### src/rtl/sigmoid_pkg.sv
// Shared constants and types for the PLAN logistic sampler: breakpoints, intercepts,
// LFSR tap mask and the per-beat mode / segment enums.
package sigmoid_pkg;

    localparam real BP_SAT = 5.0;
    localparam real BP_MID = 2.375;
    localparam real BP_LO  = 1.0;

    localparam real IC_HI  = 0.84375;
    localparam real IC_MID = 0.625;
    localparam real IC_LO  = 0.5;

    // Galois form of x^16 + x^14 + x^13 + x^11, shifting right.
    localparam logic [15:0] LFSR_TAPS = 16'hB400;

    typedef enum logic { PROB = 1'b0, SAMPLE = 1'b1 } mode_e;

    typedef enum logic [1:0] { SEG_SAT, SEG_HI, SEG_MID, SEG_LO } seg_e;

    function automatic int to_fixed(input real v, input int frac);
        return $rtoi(v * real'(2 ** frac));
    endfunction

    function automatic int pos_part(input int n);
        return (n > 0) ? n : 0;
    endfunction

    function automatic logic [15:0] lfsr_next(input logic [15:0] s);
        return s[0] ? ((s >> 1) ^ LFSR_TAPS) : (s >> 1);
    endfunction

endpackage

### src/rtl/plan_lane.sv
// One lane of the sampler: abs/compare, segment evaluation, sign fold and Bernoulli draw,
// with per-stage load enables supplied by the shared handshake logic.
module plan_lane
    import sigmoid_pkg::*;
#(
    parameter int          SUM_W     = 16,
    parameter int          FRAC_BITS = 4,
    parameter int          OUT_W     = 8,
    parameter logic [15:0] SEED      = 16'hACE1
) (
    input  logic             clk,
    input  logic             rst,
    input  logic             i_ld1,
    input  logic             i_ld2,
    input  logic             i_ld3,
    input  logic             i_sample,
    input  logic [SUM_W-1:0] i_sum,
    output logic [OUT_W-1:0] o_prob,
    output logic             o_state
);

    localparam int ABS_W = SUM_W + 1;
    localparam int EXT_W = ABS_W + OUT_W;
    localparam int Y_W   = OUT_W + 1;

    localparam logic [ABS_W-1:0] TH_SAT = ABS_W'(to_fixed(BP_SAT, FRAC_BITS));
    localparam logic [ABS_W-1:0] TH_MID = ABS_W'(to_fixed(BP_MID, FRAC_BITS));
    localparam logic [ABS_W-1:0] TH_LO  = ABS_W'(to_fixed(BP_LO,  FRAC_BITS));

    localparam logic [Y_W-1:0] C_HI  = Y_W'(to_fixed(IC_HI,  OUT_W));
    localparam logic [Y_W-1:0] C_MID = Y_W'(to_fixed(IC_MID, OUT_W));
    localparam logic [Y_W-1:0] C_LO  = Y_W'(to_fixed(IC_LO,  OUT_W));
    localparam logic [Y_W-1:0] Y_ONE = {1'b1, {OUT_W{1'b0}}};

    // Rescale |x| from 2^-FRAC_BITS units to 2^-OUT_W units while dividing by 32, 8 or 4.
    localparam int N_HI  = OUT_W - FRAC_BITS - 5;
    localparam int N_MID = OUT_W - FRAC_BITS - 3;
    localparam int N_LO  = OUT_W - FRAC_BITS - 2;

    // ---------------- S1: sign, magnitude, segment ----------------
    logic             w_neg;
    logic [ABS_W-1:0] w_sx;
    logic [ABS_W-1:0] w_abs;
    seg_e             w_seg;

    assign w_neg = i_sum[SUM_W-1];
    assign w_sx  = {i_sum[SUM_W-1], i_sum};
    assign w_abs = w_neg ? -w_sx : w_sx;

    always_comb begin
        w_seg = SEG_LO;
        if (w_abs > TH_SAT)      w_seg = SEG_SAT;
        else if (w_abs > TH_MID) w_seg = SEG_HI;
        else if (w_abs > TH_LO)  w_seg = SEG_MID;
    end

    logic             r_s1_neg;
    logic [ABS_W-1:0] r_s1_abs;
    seg_e             r_s1_seg;

    // NOTE: datapath registers carry no reset; the valid chain in the top decides
    // whether their contents mean anything, so only the visible outputs are cleared.
    always_ff @(posedge clk) begin
        if (i_ld1) begin
            r_s1_neg <= w_neg;
            r_s1_abs <= w_abs;
            r_s1_seg <= w_seg;
        end
    end

    // ---------------- S2: piecewise-linear magnitude ----------------
    logic [EXT_W-1:0] w_abs_ext;
    logic [Y_W-1:0]   w_t_hi;
    logic [Y_W-1:0]   w_t_mid;
    logic [Y_W-1:0]   w_t_lo;
    logic [Y_W-1:0]   w_y;

    assign w_abs_ext = {{OUT_W{1'b0}}, r_s1_abs};
    assign w_t_hi    = Y_W'((w_abs_ext << pos_part(N_HI))  >> pos_part(-N_HI));
    assign w_t_mid   = Y_W'((w_abs_ext << pos_part(N_MID)) >> pos_part(-N_MID));
    assign w_t_lo    = Y_W'((w_abs_ext << pos_part(N_LO))  >> pos_part(-N_LO));

    always_comb begin
        w_y = C_LO + w_t_lo;
        case (r_s1_seg)
            SEG_SAT: w_y = Y_ONE;
            SEG_HI:  w_y = C_HI + w_t_hi;
            SEG_MID: w_y = C_MID + w_t_mid;
            default: w_y = C_LO + w_t_lo;
        endcase
    end

    logic           r_s2_neg;
    logic [Y_W-1:0] r_s2_y;

    always_ff @(posedge clk) begin
        if (i_ld2) begin
            r_s2_neg <= r_s1_neg;
            r_s2_y   <= w_y;
        end
    end

    // ---------------- S3: sign fold, saturate, Bernoulli draw ----------------
    logic [Y_W-1:0]   w_y3;
    logic [OUT_W-1:0] w_prob;
    logic             w_state;
    logic [OUT_W-1:0] r_prob;
    logic             r_state;
    logic [15:0]      r_lfsr;

    assign w_y3    = r_s2_neg ? (Y_ONE - r_s2_y) : r_s2_y;
    assign w_prob  = w_y3[OUT_W] ? {OUT_W{1'b1}} : w_y3[OUT_W-1:0];
    assign w_state = i_sample && (r_lfsr[15 -: OUT_W] < w_prob);

    // The draw uses the LFSR value held before this beat's step.
    always_ff @(posedge clk) begin
        if (rst) begin
            r_prob  <= '0;
            r_state <= 1'b0;
            r_lfsr  <= SEED;
        end else if (i_ld3) begin
            r_prob  <= w_prob;
            r_state <= w_state;
            if (i_sample) r_lfsr <= lfsr_next(r_lfsr);
        end
    end

    assign o_prob  = r_prob;
    assign o_state = r_state;

endmodule

### src/rtl/sigmoid_sampler.sv
// Multi-lane pipelined PLAN sigmoid with optional Bernoulli sampling. Holds the shared
// three-stage valid/stall chain and one plan_lane per lane.
module sigmoid_sampler
    import sigmoid_pkg::*;
#(
    parameter int          NUM_LANES = 4,
    parameter int          SUM_W     = 16,
    parameter int          FRAC_BITS = 4,
    parameter int          OUT_W     = 8,
    parameter logic [15:0] SEED      = 16'hACE1
) (
    input  logic                       clk,
    input  logic                       rst,
    input  logic                       in_valid,
    output logic                       in_ready,
    input  logic [NUM_LANES*SUM_W-1:0] in_sum,
    input  logic                       in_mode,
    output logic                       out_valid,
    input  logic                       out_ready,
    output logic [NUM_LANES*OUT_W-1:0] out_prob,
    output logic [NUM_LANES-1:0]       out_state
);

    logic  r_s1_valid, r_s2_valid, r_s3_valid;
    mode_e r_s1_mode, r_s2_mode;

    logic w_en1, w_en2, w_en3;
    logic w_ld1, w_ld2, w_ld3;
    logic w_sample3;

    // NOTE: each stage may load when empty or when its contents move on this edge, so
    // the ready path is combinational back to out_ready and bubbles collapse.
    assign w_en3 = !r_s3_valid || out_ready;
    assign w_en2 = !r_s2_valid || w_en3;
    assign w_en1 = !r_s1_valid || w_en2;

    assign w_ld1     = in_valid && w_en1;
    assign w_ld2     = r_s1_valid && w_en2;
    assign w_ld3     = r_s2_valid && w_en3;
    assign w_sample3 = (r_s2_mode == SAMPLE);

    assign in_ready  = w_en1;
    assign out_valid = r_s3_valid;

    always_ff @(posedge clk) begin
        if (rst) begin
            r_s1_valid <= 1'b0;
            r_s2_valid <= 1'b0;
            r_s3_valid <= 1'b0;
        end else begin
            if (w_en1) r_s1_valid <= in_valid;
            if (w_en2) r_s2_valid <= r_s1_valid;
            if (w_en3) r_s3_valid <= r_s2_valid;
        end
    end

    always_ff @(posedge clk) begin
        if (w_ld1) r_s1_mode <= mode_e'(in_mode);
        if (w_ld2) r_s2_mode <= r_s1_mode;
    end

    for (genvar k = 0; k < NUM_LANES; k++) begin : g_lane
        plan_lane #(
            .SUM_W     (SUM_W),
            .FRAC_BITS (FRAC_BITS),
            .OUT_W     (OUT_W),
            .SEED      (SEED ^ 16'(k))
        ) u_lane (
            .clk      (clk),
            .rst      (rst),
            .i_ld1    (w_ld1),
            .i_ld2    (w_ld2),
            .i_ld3    (w_ld3),
            .i_sample (w_sample3),
            .i_sum    (in_sum[k*SUM_W +: SUM_W]),
            .o_prob   (out_prob[k*OUT_W +: OUT_W]),
            .o_state  (out_state[k])
        );
    end

endmodule

### config.mk
export PLATFORM = sky130hd
export DESIGN_NAME = sigmoid_sampler
export DESIGN_NICKNAME = d
export VERILOG_FILES = /design/src/rtl/sigmoid_pkg.sv /design/src/rtl/plan_lane.sv /design/src/rtl/sigmoid_sampler.sv
export SDC_FILE = /design/constraint.sdc
export NUM_CORES = 1
export LEC_CHECK = 0
export ABC_AREA = 1
export CAP_MARGIN = 20
export CELL_PAD_IN_SITES_DETAIL_PLACEMENT = 1
export CELL_PAD_IN_SITES_GLOBAL_PLACEMENT = 1
export CORE_AREA = 2 2 167 169
export CTS_CLUSTER_SIZE = 40
export DETAILED_ROUTE_END_ITERATION = 7
export DIE_AREA = 0 0 169 171
export PLACE_DENSITY = 0.83
export SYNTH_ARGS = -nofsm -noshare
export SYNTH_HDL_FRONTEND = slang
export SYNTH_SLANG_ARGS = --single-unit
### constraint.sdc
create_clock -name clk -period 3.1 [get_ports clk]
set_input_delay 0.93 -clock clk [delete_from_list [all_inputs] [get_ports clk]]
set_output_delay 0.93 -clock clk [all_outputs]
set_load 0.005 [all_outputs]
==> key figures <==
Status
  – Status: completed

Setup path
  – Crit path buffers/inverters: 2
  – CP Cell Sequence: inv_1, ha_1, nand2_1, nor2_1, nand2_1, nand2_1, nand2_2, nor3_2, buf_4, ha_1, a21oi_1, nor2_1, a2111oi_0, nand2_1, a21oi_1
  – Worst path arrival time: 3.17 ns
  – Critical Path Max Stage Delay: slightly above 0.4 ns
  – Worst Setup End Kind: register
  – Cell repeated most along the worst path: nand2_1
  – FF-to-FF path depth: 15
  – Crit Path Max Fanout: 7
  – Startpoint types: register
  – Slowest stage cell, crit path: edfxtp_1
  – Critical Path Stages: 15
  – Req. time, crit path: ~3.5 ns
  – Crit-path leading delay family: simple AND/OR/NAND/NOR gates
  – Critical path class: reg2reg

CTS
  – Clk sinks: 197
  – CTS tree: done
  – # Post-CTS Setup Buffers: 0
  – Clock buffer depth: 2
  – H-tree Lvls: 4
  – Worst-Skew Late Latency: between 0.4 and 0.5 ns
  – Root buffer cell: clkbuf_16
  – TritonCTS Buffers: 17
  – Reg clk slew, reported paths: 0.08 ns

Layout
  – P&R area growth vs syn: 18.3%
  – # diodes: 0
  – Layout fillers: about 3300
  – Finished Core Util: 0.496
  – Layout cells sized above 1: 0.0788
  – Final #Nets: 1685
  – Fin cells: about 1900

Yosys
  – Yosys cell types: 46
  – Sequential fraction of the synthesis area: 0.426
  – Synthesized area: about 11000 um^2
  – Post-synthesis mux area share: 0
  – Synthesized-area fraction occupied by adder cells: 0.0612
  – Xor and xnor fraction of the mapped netlist area: 0.0522
  – Yosys reg bits: roughly 200
  – Mapped Cells: 1458
  – YS warnings: 0
  – Share of flip-flops with an asynchronous set or reset: 0
  – Avg Cell Area, Syn: 7.86 um^2
  – Post-synth EDFFs: 94
  – Fraction of the mapped netlist area in simple logic gates: 0.253
  – Ys flop type: dfxtp_1
  – Post-Syn Nets: ~1600
  – Compound-Gate Fraction of Synth Area: 0.122
  – Largest family of logic cells by synthesized area: simple AND/OR/NAND/NOR gates

STA
  – Final Skew: approximately 0.013 ns
  – Slew headroom: 0.598
  – Hold Fails Final Rpt: 0
  – Setup violators final: 0
  – Unrepaired setup endpoints after global routing: false
  – Slew Viols, Final: 0
  – Worst-Margin Slew: 0.603 ns
  – Setup TNS: 0 ns
  – Crit path time final: 2.80 ns
  – Fmax: around 0.36 GHz
  – Period utilisation layout: 0.902

Worst hold path
  – Hold path cells: 0
  – Hold WC Path Type: reg2reg

Global routing
  – Vias in the first global route: ~10000
  – Largest net degree at the start of global routing: roughly 60
  – First-pass GRT wire length: between 40000 and 50000 um
  – Grt ovf: 0
  – Antenna violations before repair: 0
  – GR Util All Layers: 0.205

Floorplan
  – Die area: 28900 um^2
  – Number of placement rows: between 60 and 70
  – Die height: approximately 170 um
  – Core Footprint: ~27000 um^2
  – Io pins: 107
  – Initial core utilization: 0.419
  – Horiz. Die Dim: 169 um

Routing
  – Final antenna-violating net count: 0
  – WL final: roughly 29000 um
  – Starting DRT DRC Count: between 300 and 400
  – TritonRoute pass-1 iters: 5
  – # DRC: 0
  – Average wire per cell in the routed design: around 15 um
  – DR vias: between 9000 and 10000
  – Vias per inst: around 5.2

Run
  – Max Cap Violations: 0

Placed design
  – Cells after DPL: between 1500 and 2000
  – Port Buf Inserts: about 110
  – GPL Wtd Cong: 0.834
  – Post-DP HPWL: roughly 22000 um

Power
  – Power density over the cells: 454 nW/um^2
  – Static Leak: ~0.006 uW
  – Worst VDD drop: about 380 uV
-- synthesized netlist by cell type, types with 5 or more instances --
library cell  instances  area share
clkbuf_1             21      0.0069
dfxtp_1             103        0.18
nor3_2               11      0.0096
nor2_1              114       0.037
nand2_1             370        0.12
a21oi_1              98       0.043
o211ai_1             31       0.020
xor2_2                5      0.0071
inv_1               182       0.060
xor2_1               42       0.032
or2_1                 5      0.0027
edfxtp_1             94        0.25
ha_1                 56       0.061
nor3_1               28       0.012
o21ai_0              55       0.024
nand3_1              86       0.038
xnor2_1              17       0.013
inv_2                11      0.0036
nor2_2                5      0.0027
nand4_1              12      0.0066
or2_2                10      0.0055
buf_4                11      0.0072
buf_2                11      0.0048
o221ai_1             19       0.015
o21ai_1              11      0.0048
nand2_2               5      0.0027
-- final timing paths --
check,startpoint,to,slack (ns)
max,g_lane[2].u_lane.r_s2_y[0]$_DFFE_PP_,g_lane[2].u_lane.o_state$_SDFFE_PP0P_,0.30
min,g_lane[2].u_lane.r_s1_neg$_DFFE_PP_,g_lane[2].u_lane.r_s2_neg$_DFFE_PP_,0.45
max reg2reg,g_lane[2].u_lane.r_s2_y[0]$_DFFE_PP_,g_lane[2].u_lane.o_state$_SDFFE_PP0P_,0.30
min reg2reg,g_lane[2].u_lane.r_s1_neg$_DFFE_PP_,g_lane[2].u_lane.r_s2_neg$_DFFE_PP_,0.45
-- cell families after synthesis --
family          count (synthesis)
compound gates                236
buf+inv                       240
fa+ha+maj                      56
xor+xnor                       64
flops                         197
simple gates                  665
-- registers in the layout (all words and copies together) (netlist names), 4 cells and up --
register,flops
g_lane.u_lane.o_prob,32
g_lane.u_lane.r_s2_neg,4
g_lane.u_lane.r_s1_seg,8
g_lane.u_lane.r_s1_neg,4
g_lane.u_lane.r_s1_abs,40
g_lane.u_lane.o_state,4
g_lane.u_lane.r_lfsr,64
g_lane.u_lane.r_s2_y,36
-- where the power goes --
group	internal (uW)	switching, uW
combinational	387	545
sequential	2870	99.8
clock	1200	1050
-- placed cells by master, fill, tap and decap left out, drive strengths merged, types with 19 or more instances in the layout --
cell           instances
o221ai                19
ha                    56
nand2                376
or2                   21
nor3                  39
clkdlybuf4s50        104
o211ai                31
o21ai                 70
a21oi                 98
nor2                 121
dfxtp                103
clkbuf                19
buf                   24
xor2                  47
edfxtp                94
nand3                 90
inv                  202
-- layer usage --
metal	GRT usage	vias up	share of wire
met5	0	-	0
li1	-	4997	-
met2	0.382	113	0.52
met3	0.0257	33	0.019
met4	0.0539	0	0.013
met1	0.250	4766	0.45
-- area by class of cell --
type                            instances  area (um^2)  share of cell area
Sequential cell                       197         4880               0.360
Clock buffer                           19          464              0.0342
Tap cell                              346          433              0.0319
Clock inverter                         13          130             0.00960
Multi-Input combinational cell       1021         5620               0.415
Timing Repair Buffer                  129         1290              0.0954
Inverter                              194          728              0.0537
-- metrics by stage --
stage	setup slack, ns	area, um^2	hold slack, ns	power, uW
2_1_floorplan	0.400	11500	0.400	3580
3_3_place_gp	0.0304	12900	0.415	3890
3_5_place_dp	0.00648	12900	0.428	3950
4_1_cts	0.00321	13500	0.447	6200
5_1_grt	0.00881	13600	0.460	6430
6_report	0.303	13600	0.447	6150
-- what timing repair did --
action | CTS | global route
setup endpoints to repair | 0 | 3
hold buffers | 0 | 0
resized for setup | 0 | 5
No activity file was read; power rests on OpenSTA's default activity.
